### config.mk
export PLATFORM = sky130hd
export DESIGN_NAME = key_event_decoder
export DESIGN_NICKNAME = d
export VERILOG_FILES = /design/src/rtl/key_event_decoder.sv
export SDC_FILE = /design/constraint.sdc
export NUM_CORES = 1
export LEC_CHECK = 0
export CAP_MARGIN = 20
export CORE_ASPECT_RATIO = 0.9
export CORE_MARGIN = 3
export CORE_UTILIZATION = 40
export CTS_BUF_LIST = sky130_fd_sc_hd__clkbuf_2
export DETAILED_ROUTE_END_ITERATION = 8
export SYNTH_ARGS = -nofsm -noshare
export SYNTH_HDL_FRONTEND = slang
export SYNTH_SLANG_ARGS = --single-unit
### constraint.sdc
create_clock -name clk -period 1.76 [get_ports clk]
set_input_delay 0.176 -clock clk [delete_from_list [all_inputs] [get_ports clk]]
set_output_delay 0.176 -clock clk [all_outputs]
set_load 0.02 [all_outputs]
### src/rtl/key_event_decoder.sv
// key_event_decoder
//   Turns a debounced key level into single-clock event pulses (press,
//   release, short, long, repeat). It also reports a held level and a
//   saturating count of scan ticks since the press.
//
//   State table
//     state      | meaning
//     IDLE       | key not held; hold_cnt keeps the length of the last hold
//     PRESSED    | key held, long-press threshold not reached yet
//     LONG       | key held past LONG_TICKS; auto-repeat running
//
//   Ports
//     clk          in   system clock, rising edge
//     rst          in   asynchronous active-high reset
//     tick         in   1-clk timebase strobe at the key scan rate
//     key_level    in   debounced key level, 1 = pressed
//     key_press    out  1-clk pulse on press
//     key_release  out  1-clk pulse on any release
//     key_short    out  1-clk pulse on release before long-press
//     key_long     out  1-clk pulse when the hold reaches LONG_TICKS
//     key_repeat   out  1-clk pulse every REPEAT_TICKS while in long hold
//     key_held     out  level, 1 while not IDLE
//     hold_cnt     out  ticks since press, saturating
module key_event_decoder #(
  parameter int LONG_TICKS   = 150,
  parameter int REPEAT_TICKS = 30,
  parameter int CNT_W        = 8
) (
  input  logic             clk,
  input  logic             rst,
  input  logic             tick,
  input  logic             key_level,
  output logic             key_press,
  output logic             key_release,
  output logic             key_short,
  output logic             key_long,
  output logic             key_repeat,
  output logic             key_held,
  output logic [CNT_W-1:0] hold_cnt
);

  localparam logic [1:0] ST_IDLE    = 2'd0;
  localparam logic [1:0] ST_PRESSED = 2'd1;
  localparam logic [1:0] ST_LONG    = 2'd2;

  localparam logic [CNT_W-1:0] CNT_MAX   = {CNT_W{1'b1}};
  localparam logic [CNT_W-1:0] LONG_LAST = CNT_W'(LONG_TICKS - 1);
  localparam logic [CNT_W-1:0] REP_LAST  = CNT_W'(REPEAT_TICKS - 1);

  logic [1:0]       state_q,    state_d;
  logic             key_d_q,    key_d_d;
  logic [CNT_W-1:0] hold_cnt_q, hold_cnt_d;
  logic [CNT_W-1:0] rep_cnt_q,  rep_cnt_d;
  logic             press_q,    press_d;
  logic             release_q,  release_d;
  logic             short_q,    short_d;
  logic             long_q,     long_d;
  logic             repeat_q,   repeat_d;
  logic             held_q,     held_d;

  logic             press_edge;
  logic [CNT_W-1:0] hold_inc;

  assign press_edge = key_level & ~key_d_q;
  assign hold_inc   = (hold_cnt_q == CNT_MAX) ? hold_cnt_q : hold_cnt_q + 1'b1;

  always_comb begin
    state_d    = state_q;
    key_d_d    = key_level;
    hold_cnt_d = hold_cnt_q;
    rep_cnt_d  = rep_cnt_q;
    press_d    = 1'b0;
    release_d  = 1'b0;
    short_d    = 1'b0;
    long_d     = 1'b0;
    repeat_d   = 1'b0;

    case (state_q)
      ST_IDLE: begin
        // A tick in the press-edge cycle is deliberately not counted.
        if (press_edge) begin
          state_d    = ST_PRESSED;
          hold_cnt_d = '0;
          press_d    = 1'b1;
        end
      end
      ST_PRESSED: begin
        // Release is checked first so a coincident tick cannot fire key_long.
        if (!key_level) begin
          state_d   = ST_IDLE;
          release_d = 1'b1;
          short_d   = 1'b1;
        end else if (tick) begin
          hold_cnt_d = hold_inc;
          if (hold_cnt_q == LONG_LAST) begin
            state_d   = ST_LONG;
            long_d    = 1'b1;
            rep_cnt_d = '0;
          end
        end
      end
      ST_LONG: begin
        if (!key_level) begin
          state_d   = ST_IDLE;
          release_d = 1'b1;
        end else if (tick) begin
          hold_cnt_d = hold_inc;
          if (rep_cnt_q == REP_LAST) begin
            repeat_d  = 1'b1;
            rep_cnt_d = '0;
          end else begin
            rep_cnt_d = rep_cnt_q + 1'b1;
          end
        end
      end
      default: state_d = ST_IDLE;
    endcase

    held_d = (state_d != ST_IDLE);
  end

  // key_d resets to 1 so a key held through reset is not seen as a press.
  always_ff @(posedge clk or posedge rst) begin
    if (rst) begin
      state_q    <= ST_IDLE;
      key_d_q    <= 1'b1;
      hold_cnt_q <= '0;
      rep_cnt_q  <= '0;
      press_q    <= 1'b0;
      release_q  <= 1'b0;
      short_q    <= 1'b0;
      long_q     <= 1'b0;
      repeat_q   <= 1'b0;
      held_q     <= 1'b0;
    end else begin
      state_q    <= state_d;
      key_d_q    <= key_d_d;
      hold_cnt_q <= hold_cnt_d;
      rep_cnt_q  <= rep_cnt_d;
      press_q    <= press_d;
      release_q  <= release_d;
      short_q    <= short_d;
      long_q     <= long_d;
      repeat_q   <= repeat_d;
      held_q     <= held_d;
    end
  end

  assign key_press   = press_q;
  assign key_release = release_q;
  assign key_short   = short_q;
  assign key_long    = long_q;
  assign key_repeat  = repeat_q;
  assign key_held    = held_q;
  assign hold_cnt    = hold_cnt_q;

endmodule

### Word level (Yosys, flattened, before mapping)

Cells that the tools add are included.

| word-level totals | value |
|---|---|
| flip-flop bits (word level) | 25 |
| latch bits | 0 |
| RAM bits | 0 |
| bits in read-only memories | 0 |
| output and inout port bits | 14 |
| memories | 0 |

| cells by class | value |
|---|---|
| $add $sub $neg | 2 |
| multipliers | 0 |
| div/mod/pow operators | 0 |
| magnitude comparators | 0 |
| equality and inequality tests | 14 |
| shift-type cells | 0 |
| mux-type cells | 31 |
| bitwise logic cells | 2 |
| reductions and logical operators | 7 |

Operators by type and width:

| cell | count |
|---|---|
| two-way mux 8 bit | 10 |
| one-hot mux 8 bit (2 select lines) | 2 |
| adder 8 x 1 -> 8 bit, second input constant | 2 |
| == test 8 bit, second input constant | 2 |
| != test 2 bit, second input constant | 7 |
| two-way mux 1 bit | 13 |
| two-way mux 2 bit | 5 |
| == test 8 x 5 -> 1 bit, second input constant | 1 |
| one-hot mux 2 bit (3 select lines) | 1 |
| AND reduction 6 bit | 1 |
| nonzero test 2 bit | 3 |
| AND reduction 5 bit | 1 |
| != test 2 x 1 -> 1 bit, second input constant | 2 |
| == test 2 x 1 -> 1 bit, second input constant | 1 |
| == test 2 bit, second input constant | 1 |
| zero test 2 bit | 1 |
| OR reduction 2 bit | 1 |
| AND 1 bit | 1 |
| NOT 1 bit | 1 |

### Logic depth before layout (Yosys ltp)

Gate-level depths: netlist of run 1.

| depth | value |
|---|---|
| depth after elaboration | 6 |
| mapped depth | 7 |
| gate-level depth less buffers | 6 |

### Worst setup path after synthesis of run 1

Ideal clock, no wire load.

| timing path | value |
|---|---|
| path type | register -> register |
| start | reg hold_cnt_q[3] (netlist: hold_cnt[3]) |
| end | reg rep_cnt_q[4] |
| setup time | 0.121 ns |
| arrival time | 1.725 ns |
| path slack | -0.086 ns |
| cell stages (with the launch flop) | 5 |
| clock period less this slack | 1.846 ns |
| cells stage by stage | dfrtp_1 nand4bb_4 o32a_4 a311o_1 a22o_1 |

| on the way | value |
|---|---|
| longest elaborated chain between the ends | 3 |

Ends and longest elaborated chain:

| what | RTL line | RTL |
|---|---|---|
| start: declaration | 52 | `logic [CNT_W-1:0] hold_cnt_q, hold_cnt_d;` |
| start signal: assignment | 138 | `hold_cnt_q <= hold_cnt_d;` |
| == test 8 bit | 95 | `if (hold_cnt_q == LONG_LAST) begin` |
| != test 2 bit (no line) | -- |  |
| AND reduction 6 bit (no line) | -- |  |
| end signal: assignment | 139 | `rep_cnt_q <= rep_cnt_d;` |
| end: declaration | 53 | `logic [CNT_W-1:0] rep_cnt_q, rep_cnt_d;` |

No other way between the ends.
A chain may end at the register's enable or synchronous reset.

### Worst setup path after layout of run 1

| timing path | value |
|---|---|
| start | reg state_q[1] |
| end | reg hold_cnt_q[3] (netlist: hold_cnt[3]) |

| on the way | value |
|---|---|
| longest elaborated chain between the ends | 4 |

Ends and longest elaborated chain:

| what | RTL line | RTL |
|---|---|---|
| start: declaration | 50 | `logic [1:0] state_q, state_d;` |
| start signal: assignment | 136 | `state_q <= state_d;` |
| == test 2 bit or == test 2 x 1 -> 1 bit (tied branches) | 78 | `case (state_q)` |
| OR reduction 2 bit (no line) | -- |  |
| != test 2 bit (no line) (tied with other cells) | -- |  |
| AND reduction 5 bit (no line) | -- |  |

Several ways; a longest one is shown, not always the timed one.

==> results of run 1 <==
[path summary, 6_finish.rpt]
kind                               endpoint  slack, ns
worst max-delay path            hold_cnt[3]     0.0006
worst min-delay path            hold_cnt[7]       0.08
worst max register to register  hold_cnt[3]     0.0006
worst min register to register  hold_cnt[0]       0.56
max in group asynchronous       hold_cnt[6]       1.09
min in group clk                    key_d_q       0.42
[through the flow]
stage	hold slack (ns)	total power [mW]	utilization	cell area, µm²
after floorplan	0.1805	0.9120	-	1476
after global placement	0.4945	1.139	0.5601	1934
after detailed placement	0.5260	1.154	0.5601	1934
after CTS	0.08639	1.461	0.5920	2044
after global routing	0.07033	1.594	0.6348	2192
final	0.07714	1.500	0.6348	2192
[where the power goes]
group          switching [mW]  leakage, nW  internal (mW)
registers              0.0250        0.328          0.615
logic                   0.311        0.627          0.316
clock network           0.181       0.0126         0.0527
total                   0.517        0.967          0.984
[metal layers]
layer  track usage  vias to the layer above  routed length (µm)
met3       0.03987                        2                 186
met4       0.02153                        0                  13
met5             0                        -                   0
met2        0.3238                       41                2005
met1        0.2555                      694                1908
li1              -                      679                   -
[cells in the final DEF, fill, tap and decap left out, types with 3 or more instances in the layout]
cell type,instances
clkdlybuf4s50_1,12
o21ai_0,12
inv_2,4
dlymetal6s2s_1,4
nand4_1,3
clkbuf_2,3
nand2b_1,5
dfrtp_1,18
nand2_1,12
o31ai_2,3
nor2b_1,3
nor3_1,5
a31oi_1,3
dfrtp_2,6
buf_4,35
nor2_1,6
inv_1,8
nand3_1,5
ha_2,4
[cells by family after synthesis]
family | Yosys count | synth area share
AO/OA/AOI/OAI | 48 | 0.2378
adder cells (fa/ha/maj) | 8 | 0.06844
buffers and inverters | 15 | 0.04106
flip-flops | 25 | 0.4286
multiplexers | 2 | 0.01369
AND/OR/NAND/NOR | 54 | 0.2104
[worst max-delay path: cells and delay by family (launching register included)]
| family | cells | cell delay, ns |
|---|---|---|
| AND/OR/NAND/NOR | 2 | 0.62 |
| flip-flops | 1 | 0.47 |
| AO/OA/AOI/OAI | 2 | 0.28 |
| adder cells (fa/ha/maj) | 1 | 0.22 |
| buffers and inverters | 1 | 0.11 |
[timing repair]
item | 4_1_cts | 5_1_grt
setup buffers | 4 | 0
gates cloned | 0 | 0
resized for setup | 13 | 33
endpoints found under the hold margin | 0 | 0
endpoints found under the setup margin | 8 | 17
pin swaps | 1 | 7
[area by class of cell]
class,count,area (µm²)
fillers,282,1261
clock inverters,1,7.507
flip-flops and latches,25,634.4
clock buffers,3,15.01
well taps,44,55.05
repair buffers,54,464.2
inverters,12,45.04
multi-input cells,112,970.9
[flip-flops by register name (all words and copies together), names as in the netlist]
name         cells
key_press        1
key_release      1
key_repeat       1
key_d_q          1
key_held         1
key_long         1
hold_cnt         8
state_q          2
key_short        1
rep_cnt_q        8
==> impl_metrics.csv, run 1 <==
group,metric,value,unit
status,status,"complete, no violations",
sta,tns,0,ns
clocking,clk_latency,0.36,ns
sta,max_freq,0.5684,GHz
logic_synthesis,synth_nets,164,
sta,final-setup-viol-count,0,
die,start_util,0.4236,
job,cap_viol_max_count,0,
routing,drc_errors,0,
critical_path,critPathSlowestCell,"or4_4",
clocking,holdBufCountCts,0,
logic_synthesis,netlist.top_cell.by_area,"dfrtp_1",
clocking,clock_sinks,25,
global_route,track_usage,0.1893,
die,chipWidth,69.74,µm
clocking,clock_path_buffers,2,
logic_synthesis,yosys-top-cells-area,"dfrtp_1, ha_1, o21ai_0, inv_1, nand2_1",
logic_synthesis,mappedNetlistArea,0.001463,mm²
logic_synthesis,async_reset_ff_frac,1.000,
min_path,hp-class,"in2async",
logic_synthesis,synth_cell_types,44,
critical_path,cp-startpoint,"state_q[1]",
sta,drv_slew,0,
global_route,grt_pass1_vias,1394,
die,core,0.003453,mm²
logic_synthesis,yosysWarnings,0,
sta,period_needed,1.759,ns
routing,detail_route.wirelength,4114,µm
global_route,grt_pass1_wl,6755,µm
logic_synthesis,synth-seq-cells,25,
logic_synthesis,yosys.area.top_type_share,0.4106,
finish,finalNetCount,220,
sta,skew,0.007804,ns
critical_path,worst_setup_path_start_kind,"flip-flop",
critical_path,critPathKind,"reg2reg",
power,powerDensity,684.4,mW/mm²
placed_design,place_ws,-0.04489,ns
clocking,htreeDepth,1,
critical_path,required,2.07,ns
critical_path,crit_chain,"inv_2 > ha_4 > nand4_1 > o22ai_4 > or4_4 > a21boi_1",
clocking,cts.clk_slew.worst_paths,0.24,ns
global_route,grt_antenna_before_repair,0,
routing,vias_per_cell,5.641,
finish,syn2layout_area_growth,49.87,%
routing,routed-via-count,1416,
logic_synthesis,ys_dominant_reg_cell,"dfrtp_1",
logic_synthesis,synth_edf_count,0,
finish,drive_above_1_share,0.3961,
critical_path,cp_data_arrival_time,2.07,ns
placed_design,io_buffers,17,
placed_design,dp_hpwl,2970,µm
routing,drtIter0Drc,79,
logic_synthesis,syn-mean-instance-area,9.623,µm²
routing,dr.pass1.iters,4,
critical_path,critPathMaxFanout,6,
clocking,cts-buffers-inserted,3,
sta,relSlewSlack,0.6906,
die,fp.dieArea,0.004419,mm²
die,pin_count,18,
logic_synthesis,synth.top_cells.by_count,"dfrtp_1, o21ai_0, inv_1, nand2_1, ha_1",
global_route,grt_max_degree,17,
sta,worst_slack,0.0005504,ns
finish,n_antenna_cell,0,
clocking,cts-root-buf,"clkbuf_2",
clocking,cts_tree,"done",
die,die_y,63.37,µm
critical_path,cp-end-kind,"flip-flop",
die,num_rows,20,
power,p_leak,0.9673,nW
placed_design,gp_congestion,0.8464,
sta,rsz0062_at_grt,"yes",
logic_synthesis,yosysSeqAreaShare,0.4286,
power,peakVddDrop,363.0,µV
global_route,grt_overflow_total,0,
sta,fin_crit_sh,0.9997,
finish,instances_no_fill,251,
critical_path,reg2reg_depth,6,
critical_path,max_stage_delay,0.49,ns
logic_synthesis,yosysMostFrequentCell,"dfrtp_1",
placed_design,place_inst,243,
routing,wl_per_cell,16.39,µm
critical_path,crit-reg2reg-launch,"state_q[1]",
sta,hold_violations,0,
routing,detail-route-antenna-nets,0,
sta,worstMarginPinSlew,0.4636,ns
logic_synthesis,syn_inst,152,
No activity file was read; power rests on OpenSTA's default activity.
==> run 2, diff against run 1 <==
- SLEW_MARGIN: not set -> 20
==> results of run 2 <==
Same layout as run 1: the final DEF is identical, and so are final timing and power.
==> run 3, diff against run 2 <==
- CORE_UTILIZATION: 40 -> 51
- PLACE_DENSITY: not set -> 0.77
==> impl_metrics.csv, run 3 (same netlist as run 1, synthesis figures left out) <==
group,metric,value,unit
global_route,grt_pass1_vias,1385,
placed_design,gp_congestion,0.9018,
sta,final-setup-viol-count,0,
finish,final_cell_mix,"buf_4, dfrtp_1, clkdlybuf4s50_1",
critical_path,reg2reg_slack,0.03,ns
power,p_leak,0.9738,nW
clocking,cts.clk_slew.worst_paths,0.23,ns
min_path,hp-class,"in2async",
critical_path,cp-end-kind,"flip-flop",
critical_path,required,2.02,ns
power,seqPwrFrac,0.435,
critical_path,cp_data_arrival_time,1.99,ns
global_route,grt_max_degree,26,
power,p_clk_frac,0.154,
sta,relSlewSlack,0.7632,
clocking,cts-root-buf,"clkbuf_2",
placed_design,dp_hpwl,2887,µm
routing,drc_errors,0,
clocking,cts_tree,"done",
critical_path,crit_chain,"inv_1 > ha_1 > nand2_2 > o32a_4 > a311o_1 > a22o_1",
finish,layout_commonest_cell,"buf_4",
die,start_util,0.5636,
critical_path,max_stage_delay,0.46,ns
job,cap_viol_max_count,0,
finish,drive_above_1_share,0.3726,
routing,vias_per_cell,5.892,
power,power,1.463,mW
finish,instances_no_fill,250,
finish,regArea,631.9,µm²
sta,rsz0062_at_grt,"yes",
die,die_y,56.81,µm
die,fp.dieArea,0.003547,mm²
finish,n_antenna_cell,0,
power,peakVddDrop,493.8,µV
routing,detail_route.wirelength,4008,µm
power,p_int,0.9732,mW
critical_path,critPathKind,"reg2reg",
clocking,holdBufCountCts,0,
die,chipWidth,62.45,µm
sta,worstMarginPinSlew,0.3520,ns
clocking,clock_sinks,25,
routing,detail-route-antenna-nets,0,
clocking,clock_path_buffers,2,
critical_path,worst_setup_path_start_kind,"flip-flop",
sta,whs,0.1221,ns
clocking,clk_latency,0.35,ns
die,pin_count,18,
critical_path,critPathMaxFanout,2,
power,p_sw_frac,0.3349,
die,core,0.002595,mm²
sta,hold_violations,0,
die,num_rows,17,
finish,multi_input_area,929.6,µm²
finish,syn2layout_area_growth,48.85,%
placed_design,io_buffers,17,
sta,period_needed,1.734,ns
sta,fin_crit_sh,0.9851,
routing,dr.pass1.iters,5,
global_route,grt_pass1_wl,6472,µm
power,powerDensity,672.1,mW/mm²
finish,fillers,157,
routing,drtIter0Drc,78,
sta,drv_slew,0,
clocking,cts-buffers-inserted,3,
routing,routed-via-count,1473,
placed_design,place_inst,240,
status,status,"complete, no violations",
sta,tns,0,ns
power,p_comb_frac,0.411,
clocking,htreeDepth,1,
critical_path,critPathSlowestCell,"dfrtp_2",
finish,finalNetCount,225,
global_route,grt_antenna_before_repair,0,
sta,max_freq,0.5768,GHz
global_route,grt_overflow_total,0,
global_route,track_usage,0.2285,
power,switchingPower,0.4900,mW
sta,skew,0.01353,ns
routing,wl_per_cell,16.03,µm
## run 3: cell count changes in the layout (fill, tap and decap cells not counted), moves of 2 or more
cell,delta
dfrtp_2,-2
dfrtp_1,+2
inv_1,+2
buf_4,+5
inv_2,-2
ha_1,+2
ha_2,-2
## run 3: final timing paths
check,cells past startpoint,from,endpoint
worst max-delay path,6,hold_cnt[1],rep_cnt_q[4]
worst min-delay path,3,rst,rep_cnt_q[7]
worst max register to register,6,hold_cnt[1],rep_cnt_q[4]
worst min register to register,1,hold_cnt[0],hold_cnt[0]
max in group asynchronous,3,rst,key_d_q
min in group clk,2,key_level,key_d_q
## run 3: stage by stage
stage               setup WS (ns)    util  cell area [µm²]
floorplan                -0.04003       -             1476
global placement          0.01422  0.7512             1949
detailed placement       -0.05143  0.7512             1949
CTS                     -0.003713  0.7662             1988
global route             -0.01829  0.8390             2177
finish                    0.02623  0.8390             2177
## run 3: what timing repair did
action / 4_1_cts / 5_1_grt
pin swaps: 0 / 9
buffers inserted: 0 / 6
setup endpoints to repair: 7 / 20
gates resized for setup: 5 / 31
hold endpoints to repair: 0 / 0
## run 3: layout make-up
cell class / instances / area share
inverter: 12 / 0.02069
tap: 38 / 0.02184
timing repair buffer: 59 / 0.2310
multi-input combinational: 112 / 0.4270
sequential: 25 / 0.2902
clock buffer: 4 / 0.009195
## run 3: routing by layer
metal,up-vias,share of wire,wire [µm],track usage
met1,707,0.41,1662,0.2970
li1,691,-,-,-
met5,-,0,0,0
met2,64,0.50,2015,0.3769
met4,0,0.016,65,0.05975
met3,11,0.066,264,0.06200
## run 3: worst max-delay path, delay by kind of cell (launching register included)
family                   cells  cell delay (ns)
AO/OA/AOI/OAI                3             0.90
adder cells (fa/ha/maj)      1             0.16
flip-flops                   1             0.46
buffers and inverters        1             0.05
AND/OR/NAND/NOR              1             0.08
## run 3: power by group through the flow
stage                     logic (mW)  registers, mW  clock network [mW]
after floorplan                0.227          0.685                   0
after global placement         0.486          0.645                   0
after detailed placement       0.504          0.646                   0
after CTS                      0.523          0.635               0.228
after global routing           0.655          0.642               0.258
final                          0.602          0.636               0.225
